[config.mk]
export PLATFORM = sky130hd
export DESIGN_NAME = cmp_stream_monitor
export DESIGN_NICKNAME = d
export VERILOG_FILES = /design/src/rtl/cmp_stream_monitor_pkg.sv /design/src/rtl/cmp_stream_monitor_comparator_4bit.sv /design/src/rtl/cmp_stream_monitor.sv
export SDC_FILE = /design/constraint.sdc
export NUM_CORES = 1
export LEC_CHECK = 0
export ABC_CLOCK_PERIOD_IN_PS = 4400
export CORE_MARGIN = 2
export CORE_UTILIZATION = 31
export CTS_BUF_LIST = sky130_fd_sc_hd__clkbuf_2
export DETAILED_ROUTE_END_ITERATION = 8
export GPL_ROUTABILITY_DRIVEN = 0
export REMOVE_ABC_BUFFERS = 1
export SYNTH_ARGS = -nofsm -noshare
export SYNTH_HDL_FRONTEND = slang
export SYNTH_HIERARCHICAL = 1
export SYNTH_SLANG_ARGS = --single-unit
[constraint.sdc]
create_clock -name clk -period 4.4 [get_ports clk]
set_clock_uncertainty 0.2 [all_clocks]
set_input_delay 0.88 -clock clk [delete_from_list [all_inputs] [get_ports clk]]
set_output_delay 0.88 -clock clk [all_outputs]
set_load 0.01 [all_outputs]
[src/rtl/cmp_stream_monitor_pkg.sv]
// Shared definitions for the compare stream monitor: result encodings and
// the run-detection state type.
package cmp_stream_monitor_pkg;

  localparam logic [1:0] CMP_EQ = 2'b00;
  localparam logic [1:0] CMP_GT = 2'b01;
  localparam logic [1:0] CMP_LT = 2'b10;

  typedef enum logic [1:0] {
    IDLE  = 2'd0,
    RUN   = 2'd1,
    ALARM = 2'd2
  } run_state_e;

endpackage

[src/rtl/cmp_stream_monitor_comparator_4bit.sv]
// Unsigned 4-bit magnitude comparator, purely combinational.
module comparator_4bit (
  input  logic [3:0] a,
  input  logic [3:0] b,
  output logic       equal,
  output logic       gt,
  output logic       lt
);

  assign equal = (a == b);
  assign gt    = (a > b);
  assign lt    = (a < b);

endmodule

[src/rtl/cmp_stream_monitor.sv]
// Handshaked wrapper around comparator_4bit: one registered compare code per
// accepted pair, saturating event counters and a sticky greater-than run alarm.
//
// state | meaning
// IDLE  | no gt run in progress, run = 0
// RUN   | run consecutive gt pairs accepted, below RUN_LEN
// ALARM | RUN_LEN consecutive gt pairs seen; held until clr or reset
module cmp_stream_monitor
  import cmp_stream_monitor_pkg::*;
#(
  parameter int CNT_W   = 8,
  parameter int RUN_LEN = 3
) (
  input  logic             clk,
  input  logic             rst_n,
  input  logic             in_valid,
  output logic             in_ready,
  input  logic [3:0]       a,
  input  logic [3:0]       b,
  output logic             out_valid,
  input  logic             out_ready,
  output logic [1:0]       out_code,
  input  logic             clr,
  output logic [CNT_W-1:0] gt_cnt,
  output logic [CNT_W-1:0] lt_cnt,
  output logic [CNT_W-1:0] eq_cnt,
  output logic             alarm
);

  localparam logic [3:0]       RUN_LEN_4 = 4'(RUN_LEN);
  localparam logic [CNT_W-1:0] CNT_MAX   = '1;

  logic       eq_w, gt_w, lt_w;
  logic       accept;
  logic [1:0] code_c;
  logic [3:0] run_q, run_n;
  run_state_e state_q, state_n;

  comparator_4bit u_cmp (
    .a     (a),
    .b     (b),
    .equal (eq_w),
    .gt    (gt_w),
    .lt    (lt_w)
  );

  always_comb begin
    code_c = CMP_LT;
    if (eq_w)      code_c = CMP_EQ;
    else if (gt_w) code_c = CMP_GT;
  end

  // Single output register that may be refilled in the cycle it drains.
  assign in_ready = !out_valid || out_ready;
  assign accept   = in_valid && in_ready;

  always_ff @(posedge clk or negedge rst_n) begin
    if (!rst_n) begin
      out_valid <= 1'b0;
      out_code  <= CMP_EQ;
    end else if (accept) begin
      out_valid <= 1'b1;
      out_code  <= code_c;
    end else if (out_ready) begin
      out_valid <= 1'b0;
    end
  end

  always_ff @(posedge clk or negedge rst_n) begin
    if (!rst_n) begin
      gt_cnt <= '0;
      lt_cnt <= '0;
      eq_cnt <= '0;
    end else if (clr) begin
      gt_cnt <= '0;
      lt_cnt <= '0;
      eq_cnt <= '0;
    end else if (accept) begin
      if (gt_w && gt_cnt != CNT_MAX) gt_cnt <= gt_cnt + 1'b1;
      if (lt_w && lt_cnt != CNT_MAX) lt_cnt <= lt_cnt + 1'b1;
      if (eq_w && eq_cnt != CNT_MAX) eq_cnt <= eq_cnt + 1'b1;
    end
  end

  always_ff @(posedge clk or negedge rst_n) begin
    if (!rst_n) begin
      state_q <= IDLE;
      run_q   <= '0;
    end else begin
      state_q <= state_n;
      run_q   <= run_n;
    end
  end

  always_comb begin
    state_n = state_q;
    run_n   = run_q;
    if (clr) begin
      state_n = IDLE;
      run_n   = '0;
    end else if (accept) begin
      case (state_q)
        IDLE: begin
          if (gt_w) begin
            run_n   = 4'd1;
            state_n = (RUN_LEN_4 == 4'd1) ? ALARM : RUN;
          end
        end
        RUN: begin
          if (gt_w) begin
            run_n = run_q + 4'd1;
            if (run_n == RUN_LEN_4) state_n = ALARM;
          end else begin
            run_n   = '0;
            state_n = IDLE;
          end
        end
        ALARM: ;
        default: begin
          state_n = IDLE;
          run_n   = '0;
        end
      endcase
    end
  end

  assign alarm = (state_q == ALARM);

endmodule

### Yosys cells after proc, flatten, opt, wreduce, memory -nomap -nowiden

Index checks and enable logic that the tools add are counted.

| storage, ports and cells | value |
|---|---|
| bits in registers | 33 |
| latch bits | 0 |
| memory bits (writable) | 0 |
| ROM bits | 0 |
| input port bits | 13 |
| output and inout bits | 29 |
| word-level logic and storage cells | 64 |
| memories | 0 |

| cells by class | value |
|---|---|
| $add $sub $neg | 4 |
| multipliers | 0 |
| div/mod/pow operators | 0 |
| $lt $le $gt $ge | 2 |
| equal/unequal tests | 10 |
| shift-type cells | 0 |
| mux-type cells | 24 |
| bitwise logic cells | 0 |
| reduce and logical (&&, ||, !) cells | 17 |

Operators by type and width:

| kind | count |
|---|---|
| 2-to-1 mux 8 bit | 9 |
| adder 8 x 1 -> 8 bit (second input constant) | 3 |
| != test 8 bit (second input constant) | 3 |
| 2-to-1 mux 4 bit | 4 |
| 2-to-1 mux 2 bit | 7 |
| one-hot mux 4 bit (3 select lines) | 1 |
| nonzero test 2 bit | 5 |
| one-hot mux 2 bit (3 select lines) | 1 |
| AND reduction 2 bit | 3 |
| adder 4 x 1 -> 4 bit (second input constant) | 1 |
| equality test 4 x 2 -> 1 bit (second input constant) | 1 |
| equality test 4 bit | 1 |
| > comparator 4 bit | 1 |
| logical AND 1 bit | 4 |
| < comparator 4 bit | 1 |
| != test 4 bit (second input constant) | 1 |
| AND reduction 4 bit | 1 |
| != test 3 bit (second input constant) | 1 |
| AND reduction 3 bit | 1 |
| equality test 2 x 1 -> 1 bit (second input constant) | 1 |
| equality test 2 bit (second input constant) | 1 |
| zero test 2 bit | 1 |
| 2-to-1 mux 1 bit | 2 |
| != test 2 bit (second input constant) | 1 |
| other kinds (2) | 2 |

### Depth between registers and ports, before layout

Gate-level depths: netlist of the first run.

| depth | value |
|---|---|
| word-level depth | 7 |
| depth in mapped cells | 9 |
| mapped depth without buffers | 9 |

### Modules after synthesis

The synthesis of the first run kept the hierarchy.

Modules (own cells, without submodules):

| module | instances | cells each | area each (µm²) | sequential area each (µm²) |
|---|---|---|---|---|
| cmp_stream_monitor | 1 | 197 | 1873.0 | 825.8 |
| comparator_4bit | 1 | 16 | 128.9 | 0.0 |

### Least setup slack after synthesis of the first run

OpenSTA, ideal clock, no wires.

| path | value |
|---|---|
| path type | in2reg |
| from | input b[3] |
| to | register gt_cnt[4] |
| library setup time | 0.078 ns |
| data arrival time | 2.446 ns |
| data required time | 4.122 ns |
| setup slack | 1.676 ns |
| cell stages on the path | 8 |
| buffers on the path | 0 |
| cell sequence | inv_1 -> ha_1 -> nand2_1 -> o21bai_4 -> a21oi_2 -> nand3_2 -> or4_1 -> a21oi_1 |

| between the ends | value |
|---|---|
| word-level cells in the longest chain between the ends | 4 |

Ends and longest elaborated chain:

| what | RTL line | source |
|---|---|---|
| start, declared | cmp_stream_monitor.sv:19 | `input logic [3:0] b,` |
| > comparator 4 bit | cmp_stream_monitor_comparator_4bit.sv:11 | `assign gt = (a > b);` |
| named net gt_w | cmp_stream_monitor.sv:33 | `logic eq_w, gt_w, lt_w;` |
| logical AND 1 bit | cmp_stream_monitor.sv:79 | `if (gt_w && gt_cnt != CNT_MAX) gt_cnt <= gt_cnt + 1'b1;` |
| nonzero test 2 bit (no line) | -- |  |
| AND reduction 2 bit (no line) | -- |  |
| end signal, assigned | cmp_stream_monitor.sv:79 |  |
| end, declared | cmp_stream_monitor.sv:24 | `output logic [CNT_W-1:0] gt_cnt,` |

The timed path passes the listed nets, and every way through them passes these cells.
A chain may end at the register's enable or synchronous reset.

### Final worst setup path of the first run

| path | value |
|---|---|
| from | input out_ready |
| to | output in_ready |

| between the ends | value |
|---|---|
| word-level cells in the longest chain between the ends | 1 |

Ends and longest elaborated chain:

| what | RTL line | source |
|---|---|---|
| start, declared | cmp_stream_monitor.sv:21 | `input logic out_ready,` |
| logical OR 1 bit | cmp_stream_monitor.sv:54 | `assign in_ready = !out_valid \|\| out_ready;` |
| end, declared | cmp_stream_monitor.sv:17 | `output logic in_ready,` |

No other way between the ends.

==> flow_summary.ini, run 1 <==
[clocking]
clk_latency_ps = 380
cts_hold_buf = 0
cts_tree = built
root_buffer = clkbuf_2
path_clk_slew_ps = 160
cts_setup_buffers = 0
cts_num_sinks = 33
cts_buffer_depth = 2
cts-resized-gates = 0
htree_num_levels = 2
cts_buffers = 5

[timing]
timing.fmax_mhz = 295
worstMarginPinSlew_ps = 624
finalHoldViolCount = 0
worst_slack_ps = 1010
slew_headroom = 0.583
fin_crit_ps = 3390
finalSetupViolations = 0
rsz0062_at_grt = no
setup-tns-final_ps = 0
timing.final.crit_share = 0.771
slew_viol_final = 0

[global_routing]
antenna_found_initial = 0
grt_pass1_wl_mm = 7.98
first_global_vias = 1709
grt-ovfl-total = 0
track_usage = 0.136
grt_max_degree = 34

[detailed_routing]
drt_wl_total_mm = 4.65
drc_errors = 0
first_iter_violations = 83
wl_per_cell_um = 14.0
viasPerCell = 5.39
vias = 1795
ant_nets = 0
first_pass_iters = 4

[final_layout]
drive_gt1_frac = 0.0781
fin_nets = 278
finalNonFillerCells = 333
n_antenna_cell = 0
layout-area-overhead-vs-synth_pct = 26.4
final_util = 0.401

[floorplan]
die-area_um2 = 7120
std_cell_rows = 29
dieWidth_um = 84.4
die_h_um = 84.4
start_util = 0.317
coreArea_um2 = 6310
io_pins = 42

[logic_synthesis]
yosys.area.top_type = dfrtp_1
synth_ff_type = dfrtp_1
synthCells = 213
ys_seq_area_frac = 0.413
synth_most_common_cell = dfrtp_1
yosysWarnings = 6
synth_area_um2 = 2000
synth_edf_count = 0
ys_ff_latch = 33
ys_top_cells_by_area = dfrtp_1 (41%), a21oi_1 (5.8%), ha_1 (5.6%), o31ai_1 (4.5%), nand2_1 (3.4%)
synthDominantCellAreaShare = 0.413
async_flop_share = 1.00
synth_cell_type_count = 45
avgSynthCellArea_um2 = 9.40
synth_commonest_cells = dfrtp_1 (33), a21oi_1 (23), nand2_1 (18), o31ai_1 (12)

[run]
cap_violations = 0

[hold_path]
min_path_type = flip-flop to flip-flop

[outcome]
status = complete, no violations

[pwr]
leakagePower_nw = 0.998
powerDensity_nw_per_um2 = 220
vdd_drop_max_uv = 116

[placement]
dpl.cell_count = 326
numPortBuffers = 41
pre_cts_ws_ps = 982
hpwl_mm = 3.28

[critical_path]
path_class = input port to primary output
critical_path_arrival_ps = 2310
cp-start-kind = input port
end_kind = primary output
critPathMaxFanout = 17
cp_data_required_time_ps = 3320
[kinds of logic after synthesis]
kind of cell | after synthesis | synth area share
buffers and inverters | 16 | 0.0325
and+or+nand+nor | 95 | 0.296
DFF | 33 | 0.412
xor gates and xnor gates | 3 | 0.0131
adders and majority gates | 9 | 0.0563
AOI/OAI and AO/OA | 54 | 0.174
muxes | 3 | 0.0156
[layout make-up]
type                    count  area, um2
multi-input cells         164       1110
fillers                   666       3780
clock inverters             1       3.75
inverters                   8       31.3
well taps                  77       96.3
clock buffers               6       30.0
flip-flops and latches     33        826
repair buffers             44        433
[flip-flops by register name, summed over array words and instances (netlist names)]
name       count
gt_cnt         8
lt_cnt         8
run_q          4
out_valid      1
out_code       2
state_q        2
eq_cnt         8
[report_power, final]
part / total, W / switching, W / internal [W]
Sequential: 0.000321 / 0.00000885 / 0.000312
Combinational: 0.0000957 / 0.0000508 / 0.0000449
Clock: 0.000140 / 0.000103 / 0.0000371
Total: 0.000556 / 0.000162 / 0.000394
[layout by cell type, fill, tap and decap left out, types with 2 or more instances in the layout]
| cell | count |
|---|---|
| a21oi_1 | 23 |
| a41oi_1 | 2 |
| and3_1 | 7 |
| buf_4 | 3 |
| clkbuf_2 | 6 |
| clkdlybuf4s50_1 | 41 |
| dfrtp_1 | 33 |
| ha_1 | 9 |
| inv_1 | 7 |
| mux2i_1 | 2 |
| nand2_1 | 18 |
| nand2b_1 | 4 |
| nand3_1 | 10 |
| nand3_2 | 2 |
| nand3b_1 | 4 |
| nand4_1 | 5 |
| nor2_1 | 9 |
| nor2b_1 | 5 |
| nor2b_4 | 2 |
| nor4_1 | 2 |
| nor4b_1 | 3 |
| o21ai_0 | 8 |
| o31ai_1 | 12 |
| or3_1 | 10 |
| or4_1 | 6 |
| xnor2_1 | 2 |
[through the flow]
stage | instance area (um2) | total power, W | hold slack (ps)
floorplan | 1970 | 0.000371 | 300
global placement | 2500 | 0.000422 | 262
detailed placement | 2500 | 0.000424 | 265
CTS | 2530 | 0.000567 | 301
global route | 2530 | 0.000590 | 351
finish | 2530 | 0.000556 | 295
[path summary, 6_finish.rpt]
path                             start  cells after the start          end  slack (ps)
setup / recovery             out_ready                      4     in_ready        1010
hold / removal             out_code[1]                      2  out_code[1]         300
setup reg to reg             gt_cnt[0]                      5    gt_cnt[4]        2320
hold reg to reg            out_code[1]                      2  out_code[1]         300
max in group asynchronous        rst_n                      2    lt_cnt[1]        2990
min in group asynchronous        rst_n                      2   state_q[1]         690
[critical path, stage by stage]
cell and delay (ps):
clkdlybuf4s50_1 440, nor2b_4 160, clkinv_2 250, clkdlybuf4s50_1 580
[metal layers]
metal  up-vias  share of wire  track usage  wire length [um]
li1        885              -            -                 -
met1       867           0.50        0.191              2320
met2        36           0.43        0.200              2000
met3         7          0.058       0.0393               270
met4         0          0.012       0.0476                58
met5         -              0            0                 0
(Power assumes the default switching activity.)
==> run 2: changes to the inputs <==
--- a/config.mk
+++ b/config.mk
@@ -5,7 +5,7 @@
 export SDC_FILE = /design/constraint.sdc
 export NUM_CORES = 1
 export LEC_CHECK = 0
-export ABC_CLOCK_PERIOD_IN_PS = 4400
+export ABC_CLOCK_PERIOD_IN_PS = 3180
 export CORE_MARGIN = 2
 export CORE_UTILIZATION = 31
 export CTS_BUF_LIST = sky130_fd_sc_hd__clkbuf_2
==> constraint.sdc (replaced) <==
create_clock -name clk -period 3.18 [get_ports clk]
set_clock_uncertainty 0.2 [all_clocks]
set_input_delay 0.636 -clock clk [delete_from_list [all_inputs] [get_ports clk]]
set_output_delay 0.636 -clock clk [all_outputs]
set_load 0.01 [all_outputs]
==> run 2 against run 1 <==
Non-clock buffer count rose by 6. Global-route usage rose by 0.62 points. Critical path depth rose by 7. Cell area rose by 1.8%. Count of clock-buffer cells in the layout did not move. Worst setup slack got worse by 500 ps. Die area did not move. Sequential power rose by 38%. Critical path type is now input port to flip-flop. Largest cell class unchanged.
==> flow_summary.ini, run 2 (synthesized netlist as in run 1, its figures left out) <==
[run]
cap_violations = 0

[critical_path]
critical_path_arrival_ps = 2780
rrSetupSlack_ps = 1090
critPathMaxFanout = 6
cp_data_required_time_ps = 3290
end_kind = flip-flop
cp-start-kind = input port
path_class = input port to flip-flop
rr_worst_depth = 5
r2r_end = gt_cnt[4]
rr_startpoint = gt_cnt[0]

[clocking]
clk_latency_ps = 390
cts_num_sinks = 33
cts_buffers = 5
cts-resized-gates = 0
cts_buffer_depth = 2
cts_hold_buf = 0
htree_num_levels = 2
path_clk_slew_ps = 160
root_buffer = clkbuf_2
cts_setup_buffers = 0
cts_tree = built

[detailed_routing]
first_iter_violations = 137
ant_nets = 0
drt_wl_total_mm = 4.82
viasPerCell = 5.25
vias = 1781
wl_per_cell_um = 14.2
drc_errors = 0
first_pass_iters = 4

[floorplan]
die-area_um2 = 7120
dieWidth_um = 84.4
std_cell_rows = 29
io_pins = 42
coreArea_um2 = 6310
die_h_um = 84.4
start_util = 0.317

[global_routing]
track_usage = 0.142
grt-ovfl-total = 0
first_global_vias = 1737
grt_pass1_wl_mm = 8.21
grt_max_degree = 34
antenna_found_initial = 0

[hold_path]
holdPathStages = 2
min_path_type = flip-flop to flip-flop
holdPathEnd = out_code[1]
min_from = out_code[1]

[timing]
timing.fmax_mhz = 374
rsz0062_at_grt = no
finalSetupViolations = 0
slew_viol_final = 0
finalHoldViolCount = 0
setup-tns-final_ps = 0
worst_slack_ps = 509
worstMarginPinSlew_ps = 638
timing.final.crit_share = 0.840
fin_crit_ps = 2670
slew_headroom = 0.573

[placement]
hpwl_mm = 3.35
dpl_cell_area_um2 = 2540
pre_cts_ws_ps = 130
numPortBuffers = 41

[final_layout]
n_antenna_cell = 0
finalInstanceArea_um2 = 2580
fin_nets = 284
final_common_cell = clkdlybuf4s50_1
layout-area-overhead-vs-synth_pct = 28.7
final_util = 0.408
reg.largest.list = eq_cnt x8, gt_cnt x8, lt_cnt x8
final_cell_mix = clkdlybuf4s50_1 (41), dfrtp_1 (33), a21oi_1 (23)
drive_gt1_frac = 0.0992
fillers = 642

[outcome]
status = complete, no violations

[pwr]
vdd_drop_max_uv = 198
leakagePower_nw = 1.03
powerDensity_nw_per_um2 = 304
fin_total_pwr_w = 0.000784
==> run 2: cell count changes in the layout (fill, tap and decap cells not counted) <==
| cell | previous run | this run |
|---|---|---|
| buf_4 | 3 | 9 |
==> run 2: how the worst max path moves through the flow <==
stage,startpoint,end,slack [ps]
after floorplan,b[3],gt_cnt[4],700
after global routing,b[3],run_q[1],360
after CTS,out_ready,in_ready,510
final,b[3],run_q[1],510
after global placement,b[3],run_q[1],170
after detailed placement,b[3],run_q[1],130
==> run 2: worst max-delay path, stage by stage <==
cell and delay [ps]:
clkdlybuf4s50_1 450, inv_1 40, ha_1 280, nand2_1 90
nor2_1 50, buf_4 150, a21oi_2 240, nor2b_1 240
nand2_1 130, or3_1 320, a21oi_1 150
==> run 2: through the flow <==
stage          std cells  hold slack, ps
2_1_floorplan        205             140
3_3_place_gp         332             262
3_5_place_dp         332             277
4_1_cts              339             314
5_1_grt              339             341
6_report             339             309
==> run 2: where the power goes <==
part | internal [W] | switching, W | total (W)
clock network | 0.0000513 | 0.000149 | 0.000201
registers | 0.000431 | 0.0000123 | 0.000444
logic | 0.0000678 | 0.0000719 | 0.000140
==> run 2: metal layers <==
layer / vias to the layer above / global-route usage / wire length, um
li1: 894 / - / -
met1: 840 / 0.200 / 2450
met2: 41 / 0.215 / 2060
met3: 6 / 0.0383 / 254
met4: 0 / 0.0418 / 52
met5: - / 0 / 0
==> run 2: final cells by class <==
cell class	instances	area (um2)	area share
inverters	8	31.3	0.0121
clock buffers	6	30.0	0.0117
clock inverters	1	3.75	0.00146
repair buffers	50	478	0.186
flip-flops and latches	33	826	0.321
well taps	77	96.3	0.0374
multi-input cells	164	1110	0.431
==> run 3: changes to the inputs <==
--- a/config.mk
+++ b/config.mk
@@ -5,7 +5,7 @@
 export SDC_FILE = /design/constraint.sdc
 export NUM_CORES = 1
 export LEC_CHECK = 0
-export ABC_CLOCK_PERIOD_IN_PS = 3180
+export ABC_CLOCK_PERIOD_IN_PS = 2410
 export CORE_MARGIN = 2
 export CORE_UTILIZATION = 31
 export CTS_BUF_LIST = sky130_fd_sc_hd__clkbuf_2
==> constraint.sdc (replaced) <==
create_clock -name clk -period 2.41 [get_ports clk]
set_clock_uncertainty 0.2 [all_clocks]
set_input_delay 0.482 -clock clk [delete_from_list [all_inputs] [get_ports clk]]
set_output_delay 0.482 -clock clk [all_outputs]
set_load 0.01 [all_outputs]
==> run 3 against run 2 <==
Wire length is 3.8% higher. Via count is 5.1% higher. Sequential cell count is the same. Core utilization is 3.1 points higher. Critical path depth fell by 1. Worst hold slack got worse by 32 ps. First-iteration DRC count decreased by 55%. Total power rose by 52%. Register-to-register slack got worse by 800 ps. Worst setup slack got worse by 480 ps. Global-route usage is 0.38 points lower. Highest routed layer unchanged.
==> flow_summary.ini, run 3 (synthesized netlist as in run 1, its figures left out) <==
[placement]
numPortBuffers = 41
hpwl_mm = 3.33
pre_cts_ws_ps = -456
dpl.cell_count = 338

[global_routing]
antenna_found_initial = 0
first_global_vias = 1722
grt_pass1_wl_mm = 8.09
grt-ovfl-total = 0
grt_max_degree = 36
track_usage = 0.138

[clocking]
cts_buffer_depth = 2
path_clk_slew_ps = 200
root_buffer = clkbuf_2
clk_latency_ps = 380
cts_num_sinks = 33
cts_tree = built
cts_hold_buf = 0
htree_num_levels = 2
cts_buffers = 5

[final_layout]
reg.largest.list = eq_cnt x8, gt_cnt x8, lt_cnt x8
n_antenna_cell = 0
layout-area-overhead-vs-synth_pct = 38.5
fin_nets = 291
fillers = 641
ff_latch_area_um2 = 826
drive_gt1_frac = 0.174
final_cell_mix = clkdlybuf4s50_1 (38), dfrtp_1 (33), a21oi_1 (21)
finalNonFillerCells = 347
multi_input_area_um2 = 1200
final_common_cell = clkdlybuf4s50_1

[pwr]
fin_total_pwr_w = 0.00119
powerDensity_nw_per_um2 = 430
vdd_drop_max_uv = 255
leakagePower_nw = 1.11

[detailed_routing]
ant_nets = 0
first_pass_iters = 4
vias = 1871
first_iter_violations = 62
viasPerCell = 5.39
drt_wl_total_mm = 5.00
wl_per_cell_um = 14.4
drc_errors = 0

[critical_path]
cp_data_required_time_ps = 2550
critPathMaxFanout = 7
path_class = input port to flip-flop
end_kind = flip-flop
rrSetupSlack_ps = 290
critical_path_arrival_ps = 2520
critPathMaxStageDelay_ps = 460
slowest_stage = clkdlybuf4s50_1
path_cells = clkdlybuf4s50_1 > inv_1 > ha_4 > nand2_2 > o21bai_4 > a21oi_4 > nand3_2 > buf_4 > or3_1 > a21oi_2
cp-start-kind = input port

[outcome]
status = complete, no violations

[floorplan]
io_pins = 42
die_h_um = 84.4
coreArea_um2 = 6310
die-area_um2 = 7120
start_util = 0.317
dieWidth_um = 84.4
std_cell_rows = 29

[timing]
setup-tns-final_ps = 0
finalHoldViolCount = 0
worstMarginPinSlew_ps = 627
worst_slack_ps = 30.3
timing.fmax_mhz = 420
fin_crit_ps = 2380
timing.final.crit_share = 0.987
slew_headroom = 0.581
slew_viol_final = 0
finalSetupViolations = 0
worst_hold_slack_ps = 278

[hold_path]
min_path_type = input port to async pin

[run]
cap_violations = 0
-- run 3: metal layers --
layer	wire (um)	track usage
met5	0	0
met2	2290	0.214
met4	60	0.0390
met1	2460	0.197
met3	192	0.0285
-- run 3: where the power goes --
| group | leakage (nW) | total (W) | internal (W) | switching [W] |
|---|---|---|---|---|
| sequential | 0.453 | 0.000586 | 0.000569 | 0.0000162 |
| clock | 0.0366 | 0.000383 | 0.000172 | 0.000211 |
| combinational | 0.618 | 0.000223 | 0.000113 | 0.000110 |
| total | 1.11 | 0.00119 | 0.000854 | 0.000338 |
-- run 3: layout make-up --
type / instances / share of cell area
repair buffers: 57 / 0.199
flip-flops and latches: 33 / 0.298
clock inverters: 3 / 0.0149
multi-input cells: 164 / 0.434
clock buffers: 5 / 0.00903
inverters: 8 / 0.0113
well taps: 77 / 0.0347
-- run 3: critical path, delay by kind of cell --
| family | cells | cell delay (ps) |
|---|---|---|
| AO/OA/AOI/OAI | 3 | 540 |
| adder cells (fa/ha/maj) | 1 | 260 |
| buffers and inverters | 3 | 690 |
| AND/OR/NAND/NOR | 3 | 530 |
-- run 3: final timing paths --
kind                                  start           to  cells past startpoint
worst max-delay path                   b[2]    gt_cnt[0]                     10
worst min-delay path                  rst_n   state_q[1]                      2
worst max register to register    gt_cnt[0]    gt_cnt[4]                      5
worst min register to register  out_code[1]  out_code[1]                      2
max in group asynchronous             rst_n    lt_cnt[2]                      2
min in group clk                out_code[1]  out_code[1]                      2
-- run 3: timing repair --
item | CTS | global route
setup endpoints to repair | 2 | 15
buffers inserted | 1 | 0
pin swaps | 2 | 7
resized for setup | 1 | 18
-- run 3: metrics by stage --
stage / area, um2 / util
2_1_floorplan: 1970 / -
3_3_place_gp: 2600 / 0.412
3_5_place_dp: 2600 / 0.412
4_1_cts: 2680 / 0.424
5_1_grt: 2770 / 0.439
6_report: 2770 / 0.439
